File: src/rtl/alu_pkg.sv
// Shared definitions for the sequential ALU: control-word bit indices,
// operation select encodings and the default operand width.
package alu_pkg;

   localparam int W_DEFAULT = 8;
   localparam int C_WIDTH   = 15;

   // Bit positions inside the one-hot control word c[14:0]
   localparam int C_LD_ADD   = 0;   // add/sub operand load
   localparam int C_LD_MUL   = 1;   // multiply operand load
   localparam int C_LD_DIV   = 2;   // divide operand load (pre-shifted)
   localparam int C_DECIDE   = 3;   // decision cycle, registers hold
   localparam int C_ADDSUB   = 4;   // A <= A +/- sext(M)
   localparam int C_SUB      = 5;   // qualifies C_ADDSUB as subtract
   localparam int C_QBIT     = 6;   // Q[0] <= ~A[W]
   localparam int C_CNT      = 7;   // cnt <= cnt + 1
   localparam int C_ASR      = 8;   // arithmetic right shift {A,Q,Q[-1]}
   localparam int C_SHL      = 9;   // logical left shift {A,Q}
   localparam int C_CNT_WRAP = 10;  // cnt <= cnt + 1 (wraps)
   localparam int C_CORR     = 11;  // remainder correction A <= A + sext(M)
   localparam int C_OUT_LO   = 12;  // res low half <= A
   localparam int C_OUT_PROD = 13;  // res <= {A, Q}
   localparam int C_OUT_Q    = 14;  // res high half <= Q

   typedef enum logic [1:0] {
      SEL_ADD = 2'b00,
      SEL_SUB = 2'b01,
      SEL_MUL = 2'b10,
      SEL_DIV = 2'b11
   } sel_e;

endpackage

File: src/rtl/alu_datapath_addsub.sv
// Shared N-bit two's-complement adder/subtractor; carry-out is dropped.
module alu_addsub
   import alu_pkg::*;
#(
   parameter int N = W_DEFAULT + 1
) (
   input  logic [N-1:0] a,
   input  logic [N-1:0] b,
   input  logic         sub,
   output logic [N-1:0] sum
);

   // Select add or subtract of the two operands
   always_comb begin
      sum = a;
      if (sub) begin
         sum = a - b;
      end else begin
         sum = a + b;
      end
   end

endmodule

File: src/rtl/alu_datapath.sv
// Register-transfer datapath of the sequential ALU. Executes add/sub,
// Booth multiply and non-restoring divide under a one-hot control word and
// returns the status bits the control FSM branches on.
module alu_datapath
   import alu_pkg::*;
#(
   parameter int W  = W_DEFAULT,
   parameter int CW = $clog2(W)
) (
   input  logic           clk,
   input  logic           rst_n,
   input  logic [14:0]    c,
   input  logic [W-1:0]   x,
   input  logic [W-1:0]   y,
   output logic           q_0,
   output logic           q_min1,
   output logic           sign,
   output logic           cnt7,
   output logic [2*W-1:0] res
);

   localparam logic [CW-1:0] CNT_LAST = CW'(W - 1);
   localparam logic [CW-1:0] CNT_ONE  = {{(CW-1){1'b0}}, 1'b1};

   logic [W:0]     a_r,   a_nxt_s;
   logic [W-1:0]   q_r,   q_nxt_s;
   logic [W-1:0]   m_r,   m_nxt_s;
   logic           qm1_r, qm1_nxt_s;
   logic [CW-1:0]  cnt_r, cnt_nxt_s;
   logic [2*W-1:0] res_r, res_nxt_s;
   logic [W:0]     sum_s;
   logic           sub_s;
   logic           load_s;

   // The correction step (c[11]) always adds; only c[4] honours c[5]
   always_comb begin
      sub_s = 1'b0;
      if (c[C_ADDSUB]) begin
         sub_s = c[C_SUB];
      end else begin
         sub_s = 1'b0;
      end
   end

   alu_addsub #(.N(W + 1)) u_addsub (
      .a   (a_r),
      .b   ({m_r[W-1], m_r}),
      .sub (sub_s),
      .sum (sum_s)
   );

   assign load_s = c[C_LD_ADD] | c[C_LD_MUL] | c[C_LD_DIV];

   // Next-state of A and Q; lowest control index wins when several are set
   always_comb begin
      a_nxt_s = a_r;
      q_nxt_s = q_r;
      if (c[C_LD_ADD]) begin
         a_nxt_s = {x[W-1], x};
         q_nxt_s = {W{1'b0}};
      end else if (c[C_LD_MUL]) begin
         a_nxt_s = {(W+1){1'b0}};
         q_nxt_s = x;
      end else if (c[C_LD_DIV]) begin
         // {A,Q} <= {0, x} << 1 so the first subtract lines up
         a_nxt_s = {{W{1'b0}}, x[W-1]};
         q_nxt_s = {x[W-2:0], 1'b0};
      end else if (c[C_DECIDE]) begin
         a_nxt_s = a_r;
         q_nxt_s = q_r;
      end else if (c[C_ADDSUB]) begin
         a_nxt_s = sum_s;
      end else if (c[C_QBIT]) begin
         q_nxt_s = {q_r[W-1:1], ~a_r[W]};
      end else if (c[C_ASR]) begin
         a_nxt_s = {a_r[W], a_r[W:1]};
         q_nxt_s = {a_r[0], q_r[W-1:1]};
      end else if (c[C_SHL]) begin
         a_nxt_s = {a_r[W-1:0], q_r[W-1]};
         q_nxt_s = {q_r[W-2:0], 1'b0};
      end else if (c[C_CORR]) begin
         a_nxt_s = sum_s;
      end else begin
         a_nxt_s = a_r;
         q_nxt_s = q_r;
      end
   end

   // Next-state of M, Q[-1] and the iteration counter
   always_comb begin
      m_nxt_s   = m_r;
      qm1_nxt_s = qm1_r;
      cnt_nxt_s = cnt_r;
      if (load_s) begin
         m_nxt_s   = y;
         qm1_nxt_s = 1'b0;
         cnt_nxt_s = {CW{1'b0}};
      end else begin
         if (c[C_CNT] || c[C_CNT_WRAP]) begin
            cnt_nxt_s = cnt_r + CNT_ONE;
         end else begin
            cnt_nxt_s = cnt_r;
         end
         if (c[C_ASR]) begin
            qm1_nxt_s = q_r[0];
         end else begin
            qm1_nxt_s = qm1_r;
         end
      end
   end

   // Next-state of the result register; holds unless an output strobe is set
   always_comb begin
      res_nxt_s = res_r;
      if (c[C_OUT_LO]) begin
         res_nxt_s = {res_r[2*W-1:W], a_r[W-1:0]};
      end else if (c[C_OUT_PROD]) begin
         res_nxt_s = {a_r[W-1:0], q_r};
      end else if (c[C_OUT_Q]) begin
         res_nxt_s = {q_r, res_r[W-1:0]};
      end else begin
         res_nxt_s = res_r;
      end
   end

   // Datapath registers with asynchronous clear
   always_ff @(posedge clk or negedge rst_n) begin
      if (!rst_n) begin
         a_r   <= {(W+1){1'b0}};
         q_r   <= {W{1'b0}};
         m_r   <= {W{1'b0}};
         qm1_r <= 1'b0;
         cnt_r <= {CW{1'b0}};
         res_r <= {(2*W){1'b0}};
      end else begin
         a_r   <= a_nxt_s;
         q_r   <= q_nxt_s;
         m_r   <= m_nxt_s;
         qm1_r <= qm1_nxt_s;
         cnt_r <= cnt_nxt_s;
         res_r <= res_nxt_s;
      end
   end

   assign q_0    = q_r[0];
   assign q_min1 = qm1_r;
   assign sign   = a_r[W];
   assign cnt7   = (cnt_r == CNT_LAST);
   assign res    = res_r;

endmodule

File: config.mk
export PLATFORM = sky130hd
export DESIGN_NAME = alu_datapath
export DESIGN_NICKNAME = d
export VERILOG_FILES = /design/src/rtl/alu_pkg.sv /design/src/rtl/alu_datapath_addsub.sv /design/src/rtl/alu_datapath.sv
export SDC_FILE = /design/constraint.sdc
export NUM_CORES = 1
export LEC_CHECK = 0
export CORE_MARGIN = 4
export CORE_UTILIZATION = 58
export DETAILED_ROUTE_END_ITERATION = 12
export HOLD_SLACK_MARGIN = 0.15
export PLACE_DENSITY = 0.88
export SLEW_MARGIN = 20
export SYNTH_ARGS = -nofsm -noshare
export SYNTH_HDL_FRONTEND = slang
export SYNTH_SLANG_ARGS = --single-unit
File: constraint.sdc
create_clock -name clk -period 4.3 [get_ports clk]
set_input_delay 1.075 -clock clk [delete_from_list [all_inputs] [get_ports clk]]
set_output_delay 1.075 -clock clk [all_outputs]
set_load 0.01 [all_outputs]
==> metrics.md, run 1 <==
| Metric | Value |
|---|---|
| Status | `finished clean` |
| Seq/Total Area, Yosys | `36.8%` |
| Hold Path Class | `reg -> reg` |
| Ant diodes | `0` |
| Multiplexer share of the synthesized area | `under 10%` |
| H-tree Lvls | `2` |
| Global-route wire length before repair | `12,700 µm` |
| Fraction of layout instances using a drive strength above 1 | `roughly 6.7%` |
| Met2 Usage GRT | `around 43%` |
| Hold-fix buffers, CTS | `0` |
| Post-Syn Instances | `between 300 and 400` |
| Die Height | `approximately 80 µm` |
| TritonCTS clock tree | `yes` |
| Placed Cells | `466` |
| Pleak | `1.57 nW` |
| Worst slack at placement | `0.560 ns` |
| Ys Warns | `0` |
| Kind of critical path | `in -> reg` |
| DIE AREA | `0.00651 mm²` |
| Fillers | `397` |
| Synth Cell Area | `about 0.0031 mm²` |
| P_sw | `around 0.4 mW` |
| P_int | `between 0.8 and 0.9 mW` |
| Layer with the highest usage | `met2` |
| Shortest period the worst path allows | `around 3.4 ns` |
| Syn nets | `407` |
| Sink Count | `45` |
| GRT Residual Overflow | `0` |
| Final setup viols | `0` |
| Fmax achieved | `0.291 GHz` |
| Die extent in x | `between 80 and 90 µm` |
| Synth Area in Simple Gates | `18.9%` |
| Routed wire length | `between 7000 and 8000 µm` |
| CTS root buf | `clkbuf_8` |
| Initial DRT Pass Iterations | `5` |
| I/O Buffers | `between 50 and 60` |
| Synth cell types | `between 40 and 50` |
| EDFF count, synth | `0` |
| Synth Area in Compound Gates | `approximately a quarter` |
| I/O pin count | `53` |
| Adder-Cell Fraction of Synth Area | `roughly 5.1%` |
| Ys flop type | `dfrtp_1` |
| Max VDD drop | `~0.19 mV` |
| Area delta synth->final | `21.2%` |
| Core ar. | `0.00511 mm²` |
| Vias per std cell | `around 6` |
| Final GP Congestion | `0.927` |
| Initial Util | `between 50% and 60%` |
| Met1 Use GR | `32.0%` |
| Clock Tree Buf Depth | `2` |
| Clk pwr share | `between 20% and 30%` |
| Largest net degree at the start of global routing | `46` |
| Total GRT Usage | `25.0%` |
| Clk_lat worst skew | `approximately 0.30 ns` |
| CTS resizes | `0` |
| Hold_ws | `about 0.52 ns` |
| HPWL Detailed | `5750 µm` |
| Final Hold Viols | `0` |
| Met3 Track Usage GR | `between 4 and 5%` |
| Worst Path Required | `4.53 ns` |
| Fin nets | `448` |
| Final max-slew violation count | `0` |
| CP Data Arrival Time | `roughly 3.7 ns` |
| Max Clock Skew | `0.00616 ns` |
| Mean Syn Cell Area | `around 8.5 µm²` |
| Main combinational cell family by area after synthesis | `compound AO/OA/AOI/OAI gates` |
| RSZ-0062 raised after global routing | `false` |
| Startpoint types | `input port` |
| Asr flop ratio synth | `100%` |
| Final setup TNS | `0 ns` |
| Slew @ Worst Pin | `between 0.7 and 0.8 ns` |
| Sequential power share | `a little over two fifths` |
| DRC errors left | `0` |
| Post-synthesis xor/xnor area fraction | `under 10%` |
| Max_slew headroom | `46.8%` |
| Row count | `26` |
| Switching Share | `roughly a third` |
| Core Util, Final | `between 70% and 80%` |
| Power share of the combinational group | `between 30% and 40%` |
| Detailed Route Iter0 Violations | `around 250` |
| CP Max Fanout | `9` |
| Cell Count, Final, Fillers Out | `between 400 and 500` |
| CTS buffer count | `5` |
| Most frequent cells in the layout | `clkdlybuf4s50_1 (51), nand2_1 (50), dfrtp_1 (45), o21ai_0 (37), nor2_1 (32)` |
| Routed WL per cell | `about 16 µm` |
| Clock transition at path regs | `0.08 ns` |
| Setup ws final | `between 0.8 and 0.9 ns` |
| Final Cycle Share | `about 80%` |
| Commonest non-fill, non-tap cell in the layout | `clkdlybuf4s50_1` |
| Post-CTS setup buffers | `0` |
| Nature of the critical path endpoint | `flop` |
| Yosys reg bits | `45` |
| Vias in the first global route | `about 2,600` |
| Remaining antenna violation count | `0` |
| Vias | `between 2,000 and 3,000` |
| Initial antenna violation count | `0` |
| P per Cell Area | `between 300 and 400 mW/mm²` |
| Max-Cap Viols | `0` |
## kinds of logic after synthesis
kind of cell,count (synthesis)
AND/OR/NAND/NOR,124
buffers and inverters,27
flip-flops,45
XOR/XNOR,12
multiplexers,19
AO/OA/AOI/OAI,123
adder cells (fa/ha/maj),12
## path summary, 6_finish.rpt
kind	from	endpoint	slack [ns]	cells past startpoint
max	c[4]	a_r[5]	0.86	11
min	m_r[6]	m_r[6]	0.52	2
max reg2reg	m_r[0]	a_r[5]	1.77	11
min reg2reg	m_r[6]	m_r[6]	0.52	2
max in group asynchronous	rst_n	m_r[6]	3.15	1
min in group asynchronous	rst_n	res[11]	0.76	1
## cells in the mapped netlist (all sizes together), types with 2 or more instances
cell type	number	share of area, %
and2	2	0.41
xnor2	9	2.6
nand2b	4	0.82
nor2b	20	4.1
a21oi	28	4.7
clkbuf	11	1.3
a211o	2	0.57
nor3	8	1.5
nand2	50	6.1
o21ai	38	6.2
a31oi	13	2.7
o21bai	2	0.49
o211ai	3	0.74
xor2	3	0.86
dfrtp	45	37
buf	10	1.9
mux2	8	2.9
o221ai	2	0.57
a22o	7	2.0
a22oi	17	4.2
inv	6	0.74
o22ai	2	0.41
o21a	3	0.74
mux2i	11	3.6
nor2	34	4.5
ha	11	4.5
or3	2	0.41
## cell type report
class,instances,area [µm²],area share [%]
clock buffers,6,82.6,2.23
clock inverters,2,37.5,1.01
inverters,6,22.5,0.607
multi-input cells,290,1810,48.9
flip-flops and latches,45,1130,30.4
well taps,70,87.6,2.36
repair buffers,55,541,14.6
## power by group through the flow
stage | registers, mW | logic, mW | clock network (mW)
3_3_place_gp | 0.525 | 0.371 | 0
5_1_grt | 0.526 | 0.426 | 0.362
3_5_place_dp | 0.526 | 0.381 | 0
6_report | 0.520 | 0.383 | 0.341
4_1_cts | 0.518 | 0.383 | 0.343
2_1_floorplan | 0.520 | 0.238 | 0
## flip-flops by register name, summed over array words and instances (netlist names)
| name | flops |
|---|---|
| q_r | 8 |
| a_r | 9 |
| m_r | 8 |
| cnt_r | 3 |
| res | 16 |
| q_min1 | 1 |
## through the flow
| step | total power [mW] | area [µm²] |
|---|---|---|
| final | 1.24 | 3710 |
| after global routing | 1.31 | 3710 |
| after CTS | 1.24 | 3710 |
| after detailed placement | 0.908 | 3590 |
| after global placement | 0.895 | 3590 |
| after floorplan | 0.758 | 3060 |
## layer usage
metal / vias to the layer above / part of all wire (%)
li1: 1378 / -
met1: 1388 / 41
met2: 141 / 49
met3: 24 / 7.3
met4: 0 / 2.3
met5: - / 0
## critical path, stage by stage
cell,delay [ns]
clkdlybuf4s50_1,0.50
and2_1,0.32
mux2_2,0.41
inv_1,0.06
ha_1,0.21
nor2b_1,0.14
o21a_1,0.17
o21ai_0,0.27
mux2i_1,0.22
a31oi_1,0.10
o21ai_0,0.17
No activity file was read; power rests on OpenSTA's default activity.
==> inputs of run 2 (changes only) <==
CORE_UTILIZATION = 48   (was 58)
PLACE_DENSITY = 0.78   (was 0.88)
clock period = 3.1 ns   (was 4.3 ns; I/O delays follow)
==> run 2 against run 1 <==
Against the previous run: count of clock-buffer cells in the layout unchanged; highest routed layer unchanged; worst hold slack got worse by 0.057 ns; worst setup slack worse by 0.68 ns; non-clock buffer count up 15; sequential share of layout area decreased by 0.69 points; first-iteration DRC count down 7.1%; critical endpoint is now a_r[6]; sequential cell count did not move; largest cell class unchanged.
==> metrics.md, run 2 (synthesis results as in run 1) <==
| Metric | Value |
|---|---|
| Top flop regs | `res x16, a_r x9` |
| Initial antenna violation count | `0 (unchanged)` |
| Nature of the critical path endpoint | `flop` |
| Post-CTS setup buffers | `0 (unchanged)` |
| R2R Path End | `a_r[6]` |
| Cell Count, Final, Fillers Out | `494 (+4.2%)` |
| Shortest period the worst path allows | `2.91 ns` |
| Fin nets | `463 (+3.3%)` |
| Fmax achieved | `about 0.34 GHz` |
| Max-Cap Viols | `0 (unchanged)` |
| RSZ-0062 raised after global routing | `false` |
| Placed Cells | `486 (+4.3%)` |
| Row count | `28 (+7.7%)` |
| Hold Path Class | `in -> async` |
| Placed Area | `0.00371 mm² (+3.3%)` |
| Sequential power share | `43.3% (+1.5 points)` |
| Most frequent cells in the layout | `clkdlybuf4s50_1 (51), nand2_1 (50), dfrtp_1 (45), o21ai_0 (36), nor2_1 (32)` |
| Slowest cell delay on critical path | `0.49 ns (about the same)` |
| Initial DRT Pass Iterations | `5 (unchanged)` |
| R2R setup slack | `0.61 ns (-1.16 ns)` |
| Clk pwr share | `22.5% (-4.9 points)` |
| Most flops, register | `res` |
| Global-route wire length before repair | `13,300 µm (+4.5%)` |
| Die extent in x | `87.9 µm (+8.9%)` |
| Final Hold Viols | `0 (unchanged)` |
| Max_slew headroom | `60.8% (+14 points)` |
| Worst Path Buf+Inv | `1 (-1)` |
| P_int | `1.10 mW (+30%)` |
| HPWL Detailed | `5960 µm (+3.5%)` |
| Kind of critical path | `in -> reg` |
| Core ar. | `0.00606 mm² (+19%)` |
| Worst-case reg-to-reg path depth | `10 (-1)` |
| CTS buffer count | `5 (unchanged)` |
| Area delta synth->final | `24.0%` |
| Slew @ Worst Pin | `0.588 ns (-0.207 ns)` |
| Clk_lat worst skew | `0.31 ns (about the same)` |
| Remaining antenna violation count | `0 (unchanged)` |
| CP delay by family, top | `buffers and inverters` |
| Vias | `2,891 (-1.4%)` |
| CTS root buf | `clkbuf_8` |
| Critical path's slowest cell | `clkdlybuf4s50_1` |
| Status | `finished clean` |
| Commonest non-fill, non-tap cell in the layout | `clkdlybuf4s50_1` |
| Max VDD drop | `0.246 mV (+29%)` |
| Routed WL per cell | `16.2 µm (-0.71%)` |
| Die Height | `87.9 µm (+8.9%)` |
| Vias in the first global route | `2,745 (+4.1%)` |
| Final setup TNS | `0 ns (unchanged)` |
| Ant diodes | `0 (unchanged)` |
| Final GP Congestion | `0.901 (-2.8%)` |
| Routed wire length | `8000 µm (+3.5%)` |
| H-tree Lvls | `2 (unchanged)` |
| Worst R2R Start | `m_r[0]` |
| Max Clock Skew | `0.00534 ns (-0.000824 ns)` |
| CP Data Arrival Time | `3.15 ns (-0.51 ns)` |
| Worst Path Required | `3.33 ns (-1.20 ns)` |
| Final Cycle Share | `about 94%` |
| I/O pin count | `53 (unchanged)` |
| Design area | `0.00380 mm² (+2.3%)` |
| Initial Util | `50.5% (-9.4 points)` |
| I/O Buffers | `52 (unchanged)` |
| CP Max Fanout | `2 (-7)` |
| Total GRT Usage | `21.6% (-3.3 points)` |
| Critical Path, Cell by Cell | `clkdlybuf4s50_1 > and2_1 > mux2_2 > fa_1 > nand2b_1 > a21oi_1 > nor2_1 > xnor2_1 > o221ai_1 > a31oi_1` |
| Hold_ws | `0.464 ns (-0.0566 ns)` |
| GRT Residual Overflow | `0 (unchanged)` |
| Pleak | `1.62 nW (+3.3%)` |
| Clock transition at path regs | `0.09 ns (about the same)` |
| Fraction of layout instances using a drive strength above 1 | `9.79% (+3.1 points)` |
| P per Cell Area | `438 mW/mm² (+31%)` |
| Final setup viols | `0 (unchanged)` |
| Final max-slew violation count | `0 (unchanged)` |
| Clock Tree Buf Depth | `2 (unchanged)` |
| P_sw | `0.564 mW (+43%)` |
| DRC errors left | `0 (unchanged)` |
| Startpoint types | `input port` |
| Power share of the combinational group | `34.2% (+3.4 points)` |
| Vias per std cell | `5.85 (-5.4%)` |
| Switching Share | `33.9% (+2.1 points)` |
| Number of flip-flops in the largest register | `16 (unchanged)` |
| Sink Count | `45 (unchanged)` |
| Detailed Route Iter0 Violations | `235 (-7.1%)` |
| DIE AREA | `0.00772 mm² (+19%)` |
| TritonCTS clock tree | `yes` |
| Largest net degree at the start of global routing | `46 (unchanged)` |
==> run 2: changes by cell type in the layout (fill, tap and decap cells not counted), sizes merged <==
cell / previous run / this run
buf: 4 / 19
bufinv: 1 / 0
clkinvlp: 1 / 2
==> run 2: power by group through the flow <==
stage / logic, mW / clock network [mW] / registers, mW
floorplan: 0.330 / 0 / 0.722
global placement: 0.550 / 0 / 0.730
detailed placement: 0.567 / 0 / 0.731
CTS: 0.570 / 0.387 / 0.719
global route: 0.631 / 0.409 / 0.729
finish: 0.569 / 0.375 / 0.721
==> run 2: layout make-up <==
class	instances	area, µm²
Fill cell	555	2260
Sequential cell	45	1130
Tap cell	75	93.8
Clock inverter	2	15.0
Inverter	6	22.5
Clock buffer	6	72.6
Timing Repair Buffer	70	653
Multi-Input combinational cell	290	1810
==> run 2: timing repair <==
action / in CTS / in global routing
setup endpoints to repair: 0 / 2
hold buffers: 0 / 0
resized for setup: 0 / 1
==> run 2: worst register-to-register path, stage by stage, from the launching register on <==
cell and delay, ns:
dfrtp_1 0.39, inv_1 0.08, ha_1 0.30, mux2_2 0.31
fa_1 0.42, nand2b_1 0.17, a21oi_1 0.18, nor2_1 0.08
xnor2_1 0.17, o221ai_1 0.13, a31oi_1 0.18
==> run 2: worst max path at each step <==
stage	slack [ns]	to	cells after the start	startpoint
floorplan	0.43	a_r[5]	11	c[4]
global placement	-0.06	a_r[5]	11	c[4]
detailed placement	-0.21	a_r[5]	11	c[4]
CTS	0.08	a_r[5]	11	c[4]
global route	0.02	a_r[5]	11	c[4]
finish	0.19	a_r[6]	10	c[4]
==> run 2: through the flow <==
stage | setup slack, ns | total power [mW] | utilization (%)
3_3_place_gp | -0.0644 | 1.28 | 61.1
5_1_grt | 0.0181 | 1.77 | 62.6
3_5_place_dp | -0.210 | 1.30 | 61.1
6_report | 0.186 | 1.66 | 62.6
2_1_floorplan | 0.426 | 1.05 | -
4_1_cts | 0.0773 | 1.68 | 62.6
==> run 2: routing by layer <==
| layer | GRT usage (%) | wire, µm |
|---|---|---|
| met1 | 28.2 | 3500 |
| met5 | 0 | 0 |
| met2 | 35.8 | 3830 |
| met3 | 3.48 | 476 |
| met4 | 8.79 | 194 |
